$ cat config.mk
export PLATFORM = sky130hd
export DESIGN_NAME = sram_fifo_ctrl
export DESIGN_NICKNAME = d
export VERILOG_FILES = /design/src/rtl/sram_fifo_ctrl.sv
export SDC_FILE = /design/constraint.sdc
export NUM_CORES = 1
export LEC_CHECK = 0
export ABC_AREA = 1
export CORE_AREA = 2 2 53 55
export CTS_BUF_LIST = sky130_fd_sc_hd__clkbuf_16
export CTS_CLUSTER_SIZE = 8
export DETAILED_ROUTE_END_ITERATION = 16
export DIE_AREA = 0 0 55 57
export PLACE_DENSITY = 0.71
export SLEW_MARGIN = 20
export SYNTH_ARGS = -nofsm -noshare
export SYNTH_HDL_FRONTEND = slang
export SYNTH_SLANG_ARGS = --single-unit
$ cat constraint.sdc
create_clock -name CLK -period 1.4 [get_ports CLK]
set_input_delay 0.28 -clock CLK [delete_from_list [all_inputs] [get_ports CLK]]
set_output_delay 0.28 -clock CLK [all_outputs]
set_load 0.05 [all_outputs]
$ cat src/rtl/sram_fifo_ctrl.sv
// FIFO controller that stores its entries in an external single-port SRAM,
// using a two-cycle write (setup, strobe) and a two-cycle read (setup, capture).
// Optional protocol-error flag: define SRAM_FIFO_CTRL_ERR_EN to build the sticky Err register.
module sram_fifo_ctrl #(
  parameter int AW = 2,
  parameter int DW = 4
) (
  input  logic          CLK,
  input  logic          RST,
  input  logic          Push,
  input  logic [DW-1:0] Din,
  input  logic          Pop,
  output logic [DW-1:0] Dout,
  output logic          Valid,
  output logic          Busy,
  output logic          Full,
  output logic          Empty,
  output logic          Err,
  output logic [AW-1:0] SramAddr,
  output logic [DW-1:0] SramDin,
  output logic          SramRW,
  input  logic [DW-1:0] SramDout
);

  localparam logic [AW:0] DEPTH = {1'b1, {AW{1'b0}}};

  typedef enum logic [2:0] {
    IDLE,
    WR_SETUP,
    WR_STROBE,
    RD_SETUP,
    RD_CAPTURE
  } state_t;

  state_t        state;
  logic [AW-1:0] wptr;
  logic [AW-1:0] rptr;
  logic [AW:0]   count;
  logic          idle;
  logic          push_acc;
  logic          pop_acc;
  logic          push_ok;
  logic          pop_ok;

  assign idle     = (state == IDLE);
  assign push_acc = Push && !Full;
  assign pop_acc  = Pop && !Empty;
  assign push_ok  = idle && push_acc;
  assign pop_ok   = idle && pop_acc && !push_acc;

  assign Busy  = !idle;
  assign Full  = (count == DEPTH);
  assign Empty = (count == '0);

  // SRAM pins are registered; each transition loads the values the next state drives.
  always_ff @(posedge CLK) begin
    if (RST) begin
      state    <= IDLE;
      wptr     <= '0;
      rptr     <= '0;
      count    <= '0;
      Dout     <= '0;
      Valid    <= 1'b0;
      SramRW   <= 1'b0;
      SramAddr <= '0;
      SramDin  <= '0;
    end else begin
      Valid <= 1'b0;
      case (state)
        IDLE: begin
          if (push_ok) begin
            state    <= WR_SETUP;
            SramAddr <= wptr;
            SramDin  <= Din;
          end else if (pop_ok) begin
            state    <= RD_SETUP;
            SramAddr <= rptr;
          end
        end
        WR_SETUP: begin
          state  <= WR_STROBE;
          SramRW <= 1'b1;
        end
        WR_STROBE: begin
          state    <= IDLE;
          SramRW   <= 1'b0;
          SramAddr <= rptr;
          SramDin  <= '0;
          wptr     <= wptr + 1'b1;
          count    <= count + 1'b1;
        end
        RD_SETUP: begin
          state <= RD_CAPTURE;
          Dout  <= SramDout;
          Valid <= 1'b1;
        end
        RD_CAPTURE: begin
          state    <= IDLE;
          rptr     <= rptr + 1'b1;
          SramAddr <= rptr + 1'b1;
          count    <= count - 1'b1;
        end
        default: begin
          state    <= IDLE;
          SramRW   <= 1'b0;
          SramAddr <= rptr;
          SramDin  <= '0;
        end
      endcase
    end
  end

`ifdef SRAM_FIFO_CTRL_ERR_EN
  logic err_q;

  always_ff @(posedge CLK) begin
    if (RST) begin
      err_q <= 1'b0;
    end else if (idle && ((Push && Full && !pop_acc) || (Pop && Empty && !push_acc))) begin
      err_q <= 1'b1;
    end
  end

  assign Err = err_q;
`else
  assign Err = 1'b0;
`endif

endmodule

==> impl_metrics.toml <==
[run_status]
outcome = "finished with violations"
violations = "setup timing"

[synth]
synth_top_family_by_area = "simple AND/OR/NAND/NOR gates"
synth-compound-area-share_pct = 14.2
ys_warn_count = 0
synth_ff_type = "dfxtp_1"
yosys.area_share.adder_pct = 1.98
ys_ff_latch = 22
syn_area_um2 = 1010
netlist_top_cells_count = "dfxtp_1 (22), nand2_1 (20), a21oi_1 (17)"
synthXorXnorAreaFrac_pct = 1.73
postSynthAreaPerCell_um2 = 7.85
ys_seq_area_share_pct = 43.5
yosysTopAreaCell = "dfxtp_1"
synth.top_cell.area_share_pct = 43.5
synth_cell_type_count = 24
synthMuxAreaShare_pct = 0
synth_most_common_cell = "dfxtp_1"
synth_edf_count = 0
yosys.area_share.simple_pct = 30.4
syn_nets = 142
synthCells = 129
synthArstFlopShare_pct = 0
ys_top_cells_by_area = "dfxtp_1 (44%), a21oi_1 (8.4%), nand2_1 (7.4%)"

[sta]
setup_violations = 1
fin_crit_ns = 1.42
fmax_mhz = 702
fin_crit_sh_pct = 102
grt_setup_unrepaired = "yes"
finClkSkew_ns = 0.00485
maxSlewViolCount = 0
setup_tns_ns = -0.0246
finalHoldViolCount = 0
worst_slack_ns = -0.0246

[global_routing]
grt_pass1_vias = 924
grt_start_max_net_pins = 14
grt_pass1_wl_um = 4040
use_met3_pct = 3.66
grt_util_all_layers_pct = 17.4
gr-usage-met1_pct = 23.1
grt-ovfl-total = 0
grt_use_met2_pct = 26.9
antenna_found_initial = 0
busiest_layer = "met2"

[routing]
drt-total-wl_um = 2370
post_drt_wl_per_cell_um = 11.9
drc = 0
num_vias = 950
ant_nets = 0
drt-initial-drc-count = 8
vias_per_cell = 4.77
dr.pass1.iters = 6

[setup_path]
r2r_cells = 10
endpoint = "Busy"
crit_path_end_kind = "output pin"
crit_path_start = "state[1]"
reg2reg_from = "state[1]"
reg2reg_slack_ns = 0.03
startpoint_type = "flop"
worstPathArrival_ns = 1.14
crit_required_ns = 1.12
path_max_fanout = 2
rr_endpoint = "count[2]"
crit_type = "reg -> out"

[clock_network]
clk_pin_slew_ns = 0.06
cts_made_buffers = 3
root_buffer = "clkbuf_16"
htreeDepth = 1
insertion_delay_ns = 0.25
cts_tree = "built"
clock-sinks = 22
clk_path_buf_depth = 2
hold_buffers = 0

[place]
dp_cells = 190
port_buffers = 26
hpwl_um = 1720
gp_congestion = 0.792
dp_slack_ns = -0.0499

[floorplanning]
initial_core_util_pct = 38.7
die_w_um = 55
design.core.area_um2 = 2620
die-area_um2 = 3140
die_h_um = 57
num_rows = 19
pin_count = 28

[power]
power_mw = 3.18
vdd_ir_drop_max_uv = 1670
p_per_area_nw_per_um2 = 1900
p_leak_nw = 0.722

[finish]
nets = 182
fin_cells = 199
fill_cells = 201
n_antenna_cell = 0
syn2layout_area_growth_pct = 65.3
drive_above_1_share_pct = 38.7

[run]
maxCapViolations = 0

[hold_path]
hold_class = "reg -> reg"
==> cell usage in the layout (no fill, tap or decap), drive strengths merged, types with 3 or more instances in the layout <==
cell | Yosys | routed
dfxtp | 22 | 22
o21ai | 10 | 10
nor2 | 18 | 18
nor3 | 5 | 5
buf | 1 | 27
inv | 17 | 17
a21oi | 18 | 18
clkbuf | 2 | 3
clkdlybuf4s50 | 0 | 11
nand2 | 26 | 26
==> repair_timing <==
item / CTS / global route
resized for setup: 8 / 10
cloned: 0 / 0
setup buffers: 3 / 2
pin swaps: 1 / 2
endpoints found under the setup margin: 2 / 9
==> cell type report <==
cell class | count | area (um2) | area share [%]
Clock inverter | 1 | 30.0 | 1.80
Multi-Input combinational cell | 87 | 515 | 30.8
Sequential cell | 22 | 444 | 26.6
Clock buffer | 3 | 75.1 | 4.49
Tap cell | 31 | 38.8 | 2.32
Timing Repair Buffer | 38 | 503 | 30.1
Inverter | 17 | 66.3 | 3.96
==> where the power goes <==
part / switching [mW] / internal, mW
clock network: 0.223 / 0.567
registers: 0.112 / 0.743
logic: 0.837 / 0.698
total: 1.17 / 2.01
==> critical path: stages (launching register included) <==
cell,delay [ns]
dfxtp_2,0.33
inv_2,0.07
nand2_4,0.06
buf_6,0.12
nor2_4,0.11
inv_2,0.05
buf_8,0.14
==> flip-flops by register name (all words and copies together), names as in the netlist <==
signal and flops:
Dout 4, SramDin 4, count 3, state 3
SramAddr 2, rptr 2, wptr 2, SramRW 1
Valid 1
==> metal layers <==
layer  share of wire (%)  routed length [um]
met5                   0                   0
met2                  50                1190
met4                 1.2                  29
met1                  44                1050
met3                 3.9                  92
==> worst min-delay path by stage <==
stage                     startpoint           to  cells after the start
after floorplan              wptr[0]      wptr[0]                      1
after global placement      count[0]     count[0]                      1
after detailed placement    count[0]     count[0]                      1
after CTS                   count[0]     count[0]                      1
after global routing         rptr[1]  SramAddr[1]                      2
final                        rptr[1]  SramAddr[1]                      2
==> metrics by stage <==
| stage | utilization (%) | hold slack, ns | area, um2 |
|---|---|---|---|
| floorplan | - | 0.443 | 1010 |
| global route | 64.0 | 0.506 | 1670 |
| CTS | 62.3 | 0.491 | 1630 |
| finish | 64.0 | 0.491 | 1670 |
| global placement | 56.8 | 0.456 | 1490 |
| detailed placement | 56.8 | 0.471 | 1490 |
==> kinds of logic after synthesis <==
logic type | Yosys count
flip-flops | 22
AND/OR/NAND/NOR | 55
adder cells (fa/ha/maj) | 1
XOR/XNOR | 2
other | 1
AO/OA/AOI/OAI | 28
buffers and inverters | 20
Power figures use the tool's default switching activity.
